$ cat src/rtl/restoring_divider_8bit.sv
// restoring_divider_8bit
//   Multi-cycle unsigned restoring divider that produces one quotient bit per
//   clock. A start/busy/done handshake fronts the datapath. Results are held
//   until the next operation completes.
//
//   clk          in   rising-edge clock
//   rst          in   synchronous active-high reset
//   start        in   request, sampled only in IDLE or DONE
//   dividend     in   [WIDTH-1:0] unsigned dividend, captured on accept
//   divisor      in   [WIDTH-1:0] unsigned divisor, captured on accept
//   busy         out  high while iterating
//   done         out  one-cycle pulse, results valid
//   quotient     out  [WIDTH-1:0] registered quotient
//   remainder    out  [WIDTH-1:0] registered remainder
//   div_by_zero  out  registered, set when divisor was zero at accept
//
//   state | meaning
//   IDLE  | waiting for start
//   RUN   | iterating, one quotient bit per cycle
//   DONE  | results just loaded; start here begins the next operation
module restoring_divider_8bit #(
   parameter int WIDTH = 8
) (
   input  logic             clk,
   input  logic             rst,
   input  logic             start,
   input  logic [WIDTH-1:0] dividend,
   input  logic [WIDTH-1:0] divisor,
   output logic             busy,
   output logic             done,
   output logic [WIDTH-1:0] quotient,
   output logic [WIDTH-1:0] remainder,
   output logic             div_by_zero
);

   localparam int CW = (WIDTH > 2) ? $clog2(WIDTH) : 1;
   localparam logic [CW-1:0] LAST = CW'(WIDTH - 1);

   typedef enum logic [1:0] {
      IDLE = 2'd0,
      RUN  = 2'd1,
      DONE = 2'd2
   } state_t;

   state_t           state_q, state_d;
   logic [WIDTH-1:0] r_q, r_d;
   logic [WIDTH-1:0] q_q, q_d;
   logic [WIDTH-1:0] dsr_q, dsr_d;
   logic [CW-1:0]    count_q, count_d;
   logic [WIDTH-1:0] quotient_q, quotient_d;
   logic [WIDTH-1:0] remainder_q, remainder_d;
   logic             dz_q, dz_d;

   logic [WIDTH:0]   s;
   logic [WIDTH:0]   sub;
   logic             bout;
   logic [WIDTH-1:0] diff;
   logic             accept_bit;
   logic [WIDTH-1:0] r_iter;
   logic [WIDTH-1:0] q_iter;

   // Trial subtract of the shifted partial remainder. The extra top bit of s
   // means the shifted value is >= 2^WIDTH and therefore always >= divisor;
   // the low WIDTH bits of diff are still correct in that case.
   always_comb begin
      s          = {r_q, q_q[WIDTH-1]};
      sub        = {1'b0, s[WIDTH-1:0]} - {1'b0, dsr_q};
      bout       = sub[WIDTH];
      diff       = sub[WIDTH-1:0];
      accept_bit = s[WIDTH] | ~bout;
      r_iter     = accept_bit ? diff : s[WIDTH-1:0];
      q_iter     = {q_q[WIDTH-2:0], accept_bit};
   end

   always_comb begin
      state_d     = state_q;
      r_d         = r_q;
      q_d         = q_q;
      dsr_d       = dsr_q;
      count_d     = count_q;
      quotient_d  = quotient_q;
      remainder_d = remainder_q;
      dz_d        = dz_q;

      case (state_q)
         IDLE, DONE: begin
            state_d = IDLE;
            if (start) begin
               r_d     = '0;
               q_d     = dividend;
               dsr_d   = divisor;
               count_d = '0;
               if (divisor == '0) begin
                  // Zero divisor finishes immediately with saturated quotient.
                  state_d     = DONE;
                  quotient_d  = '1;
                  remainder_d = dividend;
                  dz_d        = 1'b1;
               end else begin
                  state_d = RUN;
               end
            end
         end
         RUN: begin
            r_d     = r_iter;
            q_d     = q_iter;
            count_d = count_q + 1'b1;
            if (count_q == LAST) begin
               state_d     = DONE;
               quotient_d  = q_iter;
               remainder_d = r_iter;
               dz_d        = 1'b0;
            end
         end
         default: state_d = IDLE;
      endcase
   end

   always_ff @(posedge clk) begin
      if (rst) begin
         state_q     <= IDLE;
         r_q         <= '0;
         q_q         <= '0;
         dsr_q       <= '0;
         count_q     <= '0;
         quotient_q  <= '0;
         remainder_q <= '0;
         dz_q        <= 1'b0;
      end else begin
         state_q     <= state_d;
         r_q         <= r_d;
         q_q         <= q_d;
         dsr_q       <= dsr_d;
         count_q     <= count_d;
         quotient_q  <= quotient_d;
         remainder_q <= remainder_d;
         dz_q        <= dz_d;
      end
   end

   assign busy        = (state_q == RUN);
   assign done        = (state_q == DONE);
   assign quotient    = quotient_q;
   assign remainder   = remainder_q;
   assign div_by_zero = dz_q;

endmodule

$ cat config.mk
export PLATFORM = sky130hd
export DESIGN_NAME = restoring_divider_8bit
export DESIGN_NICKNAME = d
export VERILOG_FILES = /design/src/rtl/restoring_divider_8bit.sv
export SDC_FILE = /design/constraint.sdc
export NUM_CORES = 1
export LEC_CHECK = 0
export ABC_AREA = 1
export ABC_CLOCK_PERIOD_IN_PS = 5150
export BUFFER_PORTS_ARGS = -buffer_cell sky130_fd_sc_hd__buf_2
export CORE_MARGIN = 4
export CORE_UTILIZATION = 45
export DETAILED_ROUTE_END_ITERATION = 6
export PLACE_DENSITY = 0.63
export SKIP_LAST_GASP = 1
export SYNTH_ARGS = -nofsm -noshare
export SYNTH_HDL_FRONTEND = slang
export SYNTH_SLANG_ARGS = --single-unit
export TNS_END_PERCENT = 1
$ cat constraint.sdc
create_clock -name clk -period 5.15 [get_ports clk]
set_input_delay 0.2575 -clock clk [delete_from_list [all_inputs] [get_ports clk]]
set_output_delay 0.2575 -clock clk [all_outputs]
set_load 0.01 [all_outputs]
Yosys cells after proc, flatten, opt, wreduce, memory -nomap -nowiden
Index checks and enable logic that the tools add are counted.

Logic and storage cells: 48. Register bits: 46. Output and inout bits: 19.

$add $sub $neg: 2. Reductions and logical operators: 7. Bitwise gates (word level): 2. Mux-type cells: 23. Equality and inequality tests: 6.

Operator list (count): $mux W8 (9); $pmux W8 S2 (4); $sub A8 B8 Y9 (1); $logic_not A8 Y1 (1); $mux W2 (3); $pmux W3 S2 (1); $ne A2 B2 Y1 const B (2); $pmux W2 S2 (1); $reduce_and A2 Y1 (2); $reduce_and A4 Y1 (1); $add A3 B1 Y3 const B (1); $eq A3 B3 Y1 const B (1); $mux W1 (3); $mux W3 (1); $eq A2 B1 Y1 const B (1); $eq A2 B2 Y1 const B (1); $logic_not A2 Y1 (1); $ne A2 B1 Y1 const B (1); $pmux W1 S2 (1); $reduce_bool A2 Y1 (1); $reduce_or A2 Y1 (1); $not A1 Y1 (1); $or A1 B1 Y1 (1).

Depth between registers and ports, before layout
Gate-level depths: netlist (run 1).

Depth in word-level cells: 6. Gate-level depth with buffers: 14.

Worst setup path before layout (run 1)
No wires, ideal clock.

Path kind: flip-flop to flip-flop. Start point: register q_q[7]. End point: register remainder_q[7] (netlist: remainder[7]). Clock period less this slack: 1.668 ns. Cell stages (with the launch flop): 15. Required time: 5.041 ns. Data arrival time: 1.559 ns. Setup time: 0.109 ns. Setup slack: 3.482 ns. Cell sequence: dfxtp_1 -> inv_1 -> ha_1 -> inv_1 -> fa_1 -> nand2_1 -> nand2_2 -> nand3_4 -> nand2_4 -> nand2_8 -> nor2_8 -> nand2_2 -> nand3_1 -> nand2_1 -> inv_1.

Cells in the longest elaborated chain, start to end: 6.

Ends and longest elaborated chain: from (decl) (line 47) `logic [WIDTH-1:0] q_q, q_d;`; from (signal assigned) (line 132) `q_q <= q_d;`; $sub A8 B8 Y9 * (line 67) `sub = {1'b0, s[WIDTH-1:0]} - {1'b0, dsr_q};`; $not A1 Y1 (line 70) `accept_bit = s[WIDTH] | ~bout;`; $or A1 B1 Y1 (line 70); $mux W8 * (line 71) `r_iter = accept_bit ? diff : s[WIDTH-1:0];`; $mux W8 * (line 108) `if (count_q == LAST) begin`; $pmux W8 S2 * (line 85) `case (state_q)`; to (signal assigned) (line 136) `remainder_q <= remainder_d;`; to (decl) (line 51) `logic [WIDTH-1:0] remainder_q, remainder_d;`.

Every way passes the cells marked *; elsewhere a longest branch is shown, timed or not. The select of a mux whose other input is x is not followed. A chain may end at the register's enable or synchronous reset.

Final worst setup path (run 1)
Start point: register q_q[7]. End point: register remainder_q[1] (netlist: remainder[1]).

Same word-level chain as after synthesis.

==> run metrics, run 1 <==
combined area of the multi-input logic cells=0.00126 mm^2; required time of the critical path=5410 ps; clk buf depth=2; global-route congestion overflow total=0; worst min path class=primary input to flop; max-cap violation count=0; cell-by-cell listing of the critical path=inv_1 -> ha_1 -> inv_1 -> fa_1 -> nand2_1 -> nand2_2 -> nand3_4 -> nand2_4 -> nand2_8 -> nand3_1 -> nand3_1 -> nand3_1 -> inv_1; clock slew at reported path FFs=100 ps; largest vdd supply drop=0.170 mV; Compound-Gate Fraction of Synth Area=0.138; dominant synthesized flop cell=sky130_fd_sc_hd__dfxtp_1; Fin. Hold Viols=0; fraction of layout cells with a size suffix above 1=0.188; top area cells in the synthesized netlist=sky130_fd_sc_hd__dfxtp_1 37%, sky130_fd_sc_hd__nand2_1 12%, sky130_fd_sc_hd__inv_1 8.2%; DRT Wirelength=5.57 mm; Gate Count Post-Synth=343; Yosys top cell by area=sky130_fd_sc_hd__dfxtp_1; die height=82.3 um; Root Driver=sky130_fd_sc_hd__clkbuf_8; Synth Area in Simple Gates=0.300; hold path start=divisor[0]; count of cell types in the netlist=36; I/O pin cnt=38; initial drt markers=115; Total Die Area=0.00677 mm^2; fillcell total=539; Setup crit end kind=flop; synthesized flop and latch total=46; final core area utilization=0.530; number of synthesized flops with an enable pin=0; setup slack of the critical path after layout=3270 ps; global router's overall resource usage=0.180; worst clock skew on the final layout=10.2 ps; worst slew margin relative to its limit=0.433; # nets final=406; setup repair after global routing missed its margin=false; power per standard cell area=295 mW/mm^2; CTS buffer count=5; Final GP Congestion=0.828; Post-CTS Resized=0; DR vias/cell=4.79; launching instance or port of the critical path=q_q[7]; Setup Slack @ Placement=3290 ps; detailed-route DRC error count=0; area of the mapped netlist=0.00248 mm^2; detailed placement HPWL=4.20 mm; leakage power=1.53 nW; total number of placement rows=26; Avg Inst Size Synth=7.24 um^2; TritonCTS clock tree=yes; antenna diode instance count=0; number of nets produced by synthesis=373; multiplexer share of the synthesized area=0; uppermost metal layer occupied by signal nets=met4; Crit path buffers/inverters=3; level count of the clock H-tree=2; routed metal-1 wirelength=2.75 mm; crit-path leading delay family=simple AND/OR/NAND/NOR gates; adder-cell area share of the yosys netlist=0.0585; share of the synthesized netlist area taken by xor and xnor gates=0.0106; combinational family with the most area after synthesis=simple AND/OR/NAND/NOR gates; number of antenna violations at the first check in global routing=0; top achievable clock speed=532 MHz; Pre-Repair DR Iteration Count=4; kind of critical path=flop to flop; final setup violation count=0; setup_tns=0 ps; minimum clock period=1880 ps; post-cts hold buffer count=0; slew at the pin with the worst max-slew slack=849 ps; via count of the first global-routing pass=1989; highest-delay cell along the critical path=sky130_fd_sc_hd__fa_1; met2 routed wirelength=2.53 mm; Async SR Flop Fraction=0; Post-DRT Antenna Nets=0; Clock Latency Late Sink=310 ps; wire length of the first global-routing pass=9.20 mm; clock sink count=46; Routed WL per cell=12.5 um; storage element area=921 um^2; count of synthesis-stage warnings from yosys=0; largest net degree at the start of global routing=33; Data arrival, critical path=2140 ps; startpoint class of the critical path=flop; peak fanout along the critical path=10; area grow syn2layout=11.8%; initial cell density of the core=0.474; via count of the routed design=2143; fraction of post-synthesis cell area in the top cell type by area=0.371; stage delay of the slowest cell on the critical path=400 ps; met3 wire length=210 um; part of the cycle the worst path needs=0.365; Core Footprint=0.00524 mm^2; beginning of the worst register-to-register path=q_q[7]; number of buffers added on ports=37; buffers inserted during post-CTS setup optimization=0; Slew Limit Fails=0; run status=complete, no violations; sequential cell area fraction in the yosys report=0.371; overall die width=82.3 um
[cell usage after synthesis, types with 4 or more instances]
cell                       number
sky130_fd_sc_hd__dfxtp_1       46
sky130_fd_sc_hd__inv_1         54
sky130_fd_sc_hd__nand2_4        4
sky130_fd_sc_hd__ha_1          10
sky130_fd_sc_hd__clkbuf_1       4
sky130_fd_sc_hd__nor2_1        14
sky130_fd_sc_hd__a31oi_1        5
sky130_fd_sc_hd__o21ai_0       28
sky130_fd_sc_hd__nand2_2        9
sky130_fd_sc_hd__nand3_1       31
sky130_fd_sc_hd__a21oi_1       20
sky130_fd_sc_hd__nand2_1       78
[stage by stage]
stage | cell area (um^2) | power [mW] | hold WS (ps) | std cells
after detailed placement | 2680 | 0.594 | 455 | 439
final | 2780 | 0.818 | 228 | 447
after global routing | 2780 | 0.864 | 254 | 447
after CTS | 2780 | 0.826 | 227 | 447
after floorplan | 2480 | 0.553 | 327 | 343
after global placement | 2680 | 0.591 | 457 | 439
[worst reg2reg max path, cell delays in order (launching register included)]
cell and delay [ps]:
sky130_fd_sc_hd__dfxtp_1 330, sky130_fd_sc_hd__inv_1 60, sky130_fd_sc_hd__ha_1 140, sky130_fd_sc_hd__inv_1 60
sky130_fd_sc_hd__fa_1 400, sky130_fd_sc_hd__nand2_1 90, sky130_fd_sc_hd__nand2_2 80, sky130_fd_sc_hd__nand3_4 80
sky130_fd_sc_hd__nand2_4 80, sky130_fd_sc_hd__nand2_8 120, sky130_fd_sc_hd__nand3_1 110, sky130_fd_sc_hd__nand3_1 130
sky130_fd_sc_hd__nand3_1 80, sky130_fd_sc_hd__inv_1 80
[worst paths after layout]
check                                     to  slack [ps]  depth (start not counted)
worst max register to register  remainder[1]        3270                         13
worst min-delay path                dsr_q[0]         230                          3
worst min register to register    count_q[1]         470                          2
worst max-delay path            remainder[1]        3270                         13
[flip-flops by register name, summed over array words and instances, names as in the netlist]
name and flops:
dsr_q 8, q_q 8, quotient 8, r_q 8, remainder 8, count_q 3, state_q 2, div_by_zero 1
[layout make-up]
cell class | instances | share of cell area
clock inverter | 3 | 0.00902
tap | 70 | 0.0316
inverter | 60 | 0.0830
sequential | 46 | 0.332
multi-input combinational | 226 | 0.453
timing repair buffer | 37 | 0.0667
clock buffer | 5 | 0.0248
[routing by layer]
metal | up-vias | GRT usage
met5 | - | 0
met4 | 0 | 0.0631
met3 | 7 | 0.0358
met2 | 35 | 0.288
met1 | 933 | 0.239
li1 | 1168 | -
[cells by family (layout without fill, tap and decap cells)]
group / after synthesis / count (layout)
buffers and inverters: 71 / 105
xor gates and xnor gates: 3 / 3
AOI/OAI and AO/OA: 62 / 62
DFF: 46 / 46
and+or+nand+nor: 150 / 150
adders and majority gates: 11 / 11
[cell usage in the layout (no fill, tap or decap), types with 2 or more instances in the layout]
cell type / instances
sky130_fd_sc_hd__nand2_4: 4
sky130_fd_sc_hd__clkbuf_8: 5
sky130_fd_sc_hd__inv_1: 54
sky130_fd_sc_hd__inv_2: 3
sky130_fd_sc_hd__o21ai_0: 28
sky130_fd_sc_hd__a31oi_1: 5
sky130_fd_sc_hd__nand2_2: 9
sky130_fd_sc_hd__or2_0: 2
sky130_fd_sc_hd__nand4_1: 3
sky130_fd_sc_hd__ha_1: 10
sky130_fd_sc_hd__inv_4: 2
sky130_fd_sc_hd__nand3_1: 31
sky130_fd_sc_hd__a22oi_1: 3
sky130_fd_sc_hd__o221ai_1: 3
sky130_fd_sc_hd__nand2_1: 78
sky130_fd_sc_hd__a21oi_1: 20
sky130_fd_sc_hd__dfxtp_1: 46
sky130_fd_sc_hd__nor2_4: 2
sky130_fd_sc_hd__nor2_1: 14
sky130_fd_sc_hd__xor2_1: 2
sky130_fd_sc_hd__buf_2: 37
[where the power goes]
group | leakage (nW) | internal, mW | switching, mW
sequential | 0.375 | 0.373 | 0.0120
clock | 0.0447 | 0.0981 | 0.135
combinational | 1.11 | 0.0679 | 0.132
total | 1.53 | 0.539 | 0.279
No activity file was read; power rests on OpenSTA's default activity.
==> run 2, diff against run 1 <==
- ABC_AREA: 1 -> 0
- ABC_CLOCK_PERIOD_IN_PS: 5150 -> 1940
- clock period: 5.15 -> 1.94 ns (I/O delays scaled with it)
==> run 2 against run 1 <==
The flow now finishes with violations (negative setup slack). Routed wire length rose by 5.2%. Cell count down 9.8%. Sequential share of layout area decreased by 0.64 points. Largest cell class unchanged. Highest routed layer unchanged.
==> run metrics, run 2 <==
Async SR Flop Fraction=0; post-cts hold buffer count=0; detailed placement HPWL=4.32 mm; Slew Limit Fails=0; count of cell types in the netlist=37; setup slack of the critical path after layout=-202 ps; largest net degree at the start of global routing=25; number of antenna violations at the first check in global routing=0; worst r2r path cells=11; stage delay of the slowest cell on the critical path=350 ps; overall die width=78.5 um; DRT Wirelength=5.86 mm; final core area utilization=0.596; part of the cycle the worst path needs=1.10; Fin. Hold Viols=0; global-route congestion overflow total=0; Final GP Congestion=0.804; largest vdd supply drop=0.510 mV; Yosys top cell by area=sky130_fd_sc_hd__dfxtp_1; max-cap violation count=0; synthesized flop and latch total=46; cell-by-cell listing of the critical path=inv_1 -> ha_2 -> inv_1 -> fa_2 -> a211oi_2 -> o31a_2 -> a21oi_4 -> buf_4 -> buf_4 -> a211oi_2 -> nor3_1; most frequent cell after synthesis=sky130_fd_sc_hd__nor2_1; die height=78.5 um; required time of the critical path=2110 ps; # nets final=366; clock sink count=46; worst slew margin relative to its limit=0.596; number of buffers added on ports=37; synth cell count leaders=48 x sky130_fd_sc_hd__nor2_1, 46 x sky130_fd_sc_hd__dfxtp_1, 36 x sky130_fd_sc_hd__nand2_1, 17 x sky130_fd_sc_hd__a21oi_1, 16 x sky130_fd_sc_hd__a311oi_1; Gate Count Post-Synth=280; leakage power=1.21 nW; Clock Latency Late Sink=300 ps; worst-case hold slack=35.6 ps; total number of placement rows=25; dominant synthesized flop cell=sky130_fd_sc_hd__dfxtp_1; via count of the first global-routing pass=2064; initial drt markers=117; detailed-route DRC error count=0; fraction of layout cells with a size suffix above 1=0.268; Avg Inst Size Synth=7.98 um^2; Pre-Repair DR Iteration Count=4; most used cells in the layout excluding fill and tap cells=48 x sky130_fd_sc_hd__nor2_1, 45 x sky130_fd_sc_hd__dfxtp_1, 37 x sky130_fd_sc_hd__buf_2; peak fanout along the critical path=5; area of the mapped netlist=0.00223 mm^2; I/O pin cnt=38; commonest non-fill, non-tap cell in the layout=sky130_fd_sc_hd__nor2_1; slew at the pin with the worst max-slew slack=605 ps; setup_tns=-2750 ps; Routed WL per cell=14.5 um; global router's overall resource usage=0.198; Post-DRT Antenna Nets=0; via count of the routed design=2179; number of synthesized flops with an enable pin=0; Total Die Area=0.00616 mm^2; setup repair after global routing missed its margin=true; area grow syn2layout=26.8%; hold-critical path depth=3; Root Driver=sky130_fd_sc_hd__clkbuf_8; combined area of the multi-input logic cells=0.00126 mm^2; antenna diode instance count=0; startpoint class of the critical path=flop; count of synthesis-stage warnings from yosys=0; fillcell total=468; failing checks=negative setup slack; fraction of post-synthesis cell area in the top cell type by area=0.412; highest-delay cell along the critical path=sky130_fd_sc_hd__fa_2; top achievable clock speed=467 MHz; clock slew at reported path FFs=90 ps; CTS buffer count=5; Setup crit end kind=flop; level count of the clock H-tree=2; worst min path class=primary input to flop; number of nets produced by synthesis=310; minimum clock period=2140 ps; power per standard cell area=858 mW/mm^2; clk buf depth=2; TritonCTS clock tree=yes; Data arrival, critical path=2310 ps; DR vias/cell=5.41; top area cells in the synthesized netlist=sky130_fd_sc_hd__dfxtp_1 41%, sky130_fd_sc_hd__nor2_1 8.1%, sky130_fd_sc_hd__a311oi_1 6.3%; wire length of the first global-routing pass=9.67 mm; worst clock skew on the final layout=9.45 ps; sequential cell area fraction in the yosys report=0.412; final setup violation count=18; run status=complete, but fails checks; Core Footprint=0.00475 mm^2; kind of critical path=flop to flop; initial cell density of the core=0.470; storage element area=922 um^2
-- run 2: area by class of cell --
class                      instances  area share
inverter                          13      0.0172
clock buffer                       6      0.0291
timing repair buffer              65       0.144
sequential                        46       0.325
clock inverter                     1      0.0106
tap                               67      0.0296
multi-input combinational        205       0.444
-- run 2: final timing paths --
path | startpoint | end | slack (ps)
hold / removal | divisor[5] | dsr_q[5] | 40
setup / recovery | q_q[7] | q_q[0] | -200
hold reg to reg | div_by_zero | div_by_zero | 460
setup reg to reg | q_q[7] | q_q[0] | -200
-- run 2: through the flow --
| stage | std cells | power [mW] | setup slack, ps | cell area [um^2] |
|---|---|---|---|---|
| floorplan | 280 | 1.44 | -54.3 | 2240 |
| global placement | 392 | 1.64 | -102 | 2640 |
| detailed placement | 392 | 1.65 | -185 | 2640 |
| CTS | 399 | 2.38 | -151 | 2760 |
| global route | 403 | 2.56 | -332 | 2830 |
| finish | 403 | 2.43 | -202 | 2830 |
-- run 2: critical path: cells and delay by family (launching register included) --
family                   cells  cell delay [ps]
buffers and inverters        4              390
adder cells (fa/ha/maj)      2              530
AO/OA/AOI/OAI                4              700
AND/OR/NAND/NOR              1               60
flip-flops                   1              330
-- run 2: kinds of logic (layout without fill, tap and decap cells) --
| logic type | after synthesis | in the layout | synth area share |
|---|---|---|---|
| flip-flops | 46 | 46 | 0.412 |
| multiplexers | 2 | 2 | 0.00896 |
| buffers and inverters | 30 | 85 | 0.0549 |
| adder cells (fa/ha/maj) | 11 | 11 | 0.0649 |
| XOR/XNOR | 4 | 4 | 0.0157 |
| AND/OR/NAND/NOR | 115 | 115 | 0.221 |
| AO/OA/AOI/OAI | 72 | 73 | 0.223 |
-- run 2: power by group --
part	switching (mW)	internal [mW]	total, mW
Clock	0.317	0.412	0.729
Combinational	0.366	0.304	0.670
Sequential	0.0389	0.994	1.03
-- run 2: per-layer routing --
metal | GRT usage | vias up | wire length [um]
met5 | 0 | - | 0
met4 | 0.0839 | 0 | 113
met3 | 0.0470 | 9 | 321
met2 | 0.310 | 53 | 2740
met1 | 0.261 | 1022 | 2680
li1 | - | 1095 | -
-- run 2: what timing repair did --
item,4_1_cts,5_1_grt
setup buffers,0,3
setup endpoints to repair,17,18
gates resized for setup,1,11
pin swaps,1,6
cloned,0,1
==> run 3, diff against run 2 <==
- ABC_CLOCK_PERIOD_IN_PS: 1940 -> 2400
- clock period: 1.94 -> 2.4 ns (I/O delays scaled with it)
==> run 3 against run 2 <==
The run now ends clean. Global-route usage shrank 0.22 points. Worst setup slack gained 430 ps. Sequential power shrank 19%. Non-clock buffer count shrank 21. Largest power group unchanged. Highest routed layer unchanged.
==> run metrics, run 3 (synthesis results as in run 2) <==
run status=complete, no violations; number of antenna violations at the first check in global routing=0; clk buf depth=2; via count of the first global-routing pass=2008; part of the cycle the worst path needs=0.904; worst min path class=primary input to flop; placed cell count=374; crit-path leading delay family=compound AO/OA/AOI/OAI gates; kind of critical path=flop to flop; Crit path buffers/inverters=2; Pre-Repair DR Iteration Count=4; Root Driver=sky130_fd_sc_hd__clkbuf_8; Core Footprint=0.00475 mm^2; cell-by-cell listing of the critical path=inv_1 -> ha_1 -> inv_1 -> fa_1 -> a211oi_2 -> o31a_2 -> a21oi_4 -> o21ai_1 -> a311oi_1; max-cap violation count=0; commonest non-fill, non-tap cell in the layout=sky130_fd_sc_hd__nor2_1; DR vias/cell=5.37; global-route congestion overflow total=0; setup_tns=0 ps; minimum clock period=2170 ps; Clock Latency Late Sink=300 ps; worst clock skew on the final layout=8.72 ps; via count of the routed design=2050; Post-DRT Antenna Nets=0; Fin. Hold Viols=0; worst slew margin relative to its limit=0.568; initial drt markers=121; non-filler cells in the finished layout=382; highest-delay cell along the critical path=sky130_fd_sc_hd__o31a_2; clock sink count=46; top achievable clock speed=461 MHz; overall die width=78.5 um; largest vdd supply drop=0.335 mV; Data arrival, critical path=2380 ps; detailed-route DRC error count=0; antenna diode instance count=0; required time of the critical path=2610 ps; Final GP Congestion=0.885; peak fanout along the critical path=8; TritonCTS clock tree=yes; worst-case hold slack=63.5 ps; initial cell density of the core=0.470; Total Die Area=0.00616 mm^2; detailed placement HPWL=4.13 mm; level count of the clock H-tree=2; power per standard cell area=669 mW/mm^2; total power after layout=1.73 mW; clock slew at reported path FFs=90 ps; setup repair after global routing missed its margin=false; slew at the pin with the worst max-slew slack=645 ps; Slew Limit Fails=0; I/O pin cnt=38; area grow syn2layout=15.5%; fraction of layout cells with a size suffix above 1=0.178; stage delay of the slowest cell on the critical path=400 ps; CTS buffer count=5; startpoint class of the critical path=flop; Setup crit end kind=flop; die height=78.5 um; DRT Wirelength=5.54 mm; # nets final=344; global router's overall resource usage=0.196; most used cells in the layout excluding fill and tap cells=48 x sky130_fd_sc_hd__nor2_1, 46 x sky130_fd_sc_hd__dfxtp_1, 37 x sky130_fd_sc_hd__buf_2; leakage power=1.08 nW; cell type with the highest occurrence count on the critical path=sky130_fd_sc_hd__inv_1; setup slack of the critical path after layout=230 ps; largest net degree at the start of global routing=30; final setup violation count=0; number of buffers added on ports=37; Routed WL per cell=14.5 um; total number of placement rows=25; Setup Slack @ Placement=112 ps; fillcell total=494; wire length of the first global-routing pass=9.54 mm
-- run 3: changes by cell type in the layout (fill, tap and decap cells not counted), moves of 2 or more --
cell,change
sky130_fd_sc_hd__nand2_1,+2
sky130_fd_sc_hd__a311oi_2,-3
sky130_fd_sc_hd__nand2_2,-2
sky130_fd_sc_hd__a311oi_1,+3
sky130_fd_sc_hd__a211oi_1,+2
sky130_fd_sc_hd__buf_4,-20
sky130_fd_sc_hd__a211oi_2,-2
-- run 3: metal layers --
| metal | up-vias | part of all wire | track usage |
|---|---|---|---|
| li1 | 1051 | - | - |
| met1 | 952 | 0.47 | 0.264 |
| met2 | 41 | 0.47 | 0.313 |
| met3 | 6 | 0.047 | 0.0447 |
| met4 | 0 | 0.012 | 0.0577 |
| met5 | - | 0 | 0 |
-- run 3: stage by stage --
step | area (um^2) | utilization
2_1_floorplan | 2230 | -
3_3_place_gp | 2480 | 0.522
3_5_place_dp | 2480 | 0.522
4_1_cts | 2570 | 0.540
5_1_grt | 2580 | 0.543
6_report | 2580 | 0.543
-- run 3: tightest hold or removal path: stages --
cell	delay (ps)
sky130_fd_sc_hd__buf_2	100
sky130_fd_sc_hd__nand2_1	50
sky130_fd_sc_hd__a21oi_1	50
-- run 3: timing repair --
action,4_1_cts,5_1_grt
endpoints found under the setup margin,0,14
buffers inserted,0,0
resized for setup,0,2
hold buffers,0,0
endpoints found under the hold margin,0,0
-- run 3: area by class of cell --
type | instances | area, um^2 | share of cell area
Sequential cell | 46 | 921 | 0.357
Clock inverter | 2 | 13.8 | 0.00533
Tap cell | 67 | 83.8 | 0.0325
Inverter | 13 | 48.8 | 0.0189
Timing Repair Buffer | 44 | 238 | 0.0921
Multi-Input combinational cell | 204 | 1200 | 0.466
Clock buffer | 6 | 72.6 | 0.0281
-- run 3: power breakdown --
part	internal, mW	total (mW)	switching [mW]
Combinational	0.164	0.414	0.250
Clock	0.206	0.475	0.269
Sequential	0.803	0.837	0.0334
Total	1.17	1.73	0.552
-- run 3: path summary, 6_finish.rpt --
check                                 to  depth (start not counted)  slack (ps)       start
worst max-delay path              r_q[5]                          9         230      q_q[7]
worst max register to register    r_q[5]                          9         230      q_q[7]
worst min-delay path            dsr_q[2]                          3          60  divisor[2]
worst min register to register  dsr_q[6]                          2         450    dsr_q[6]
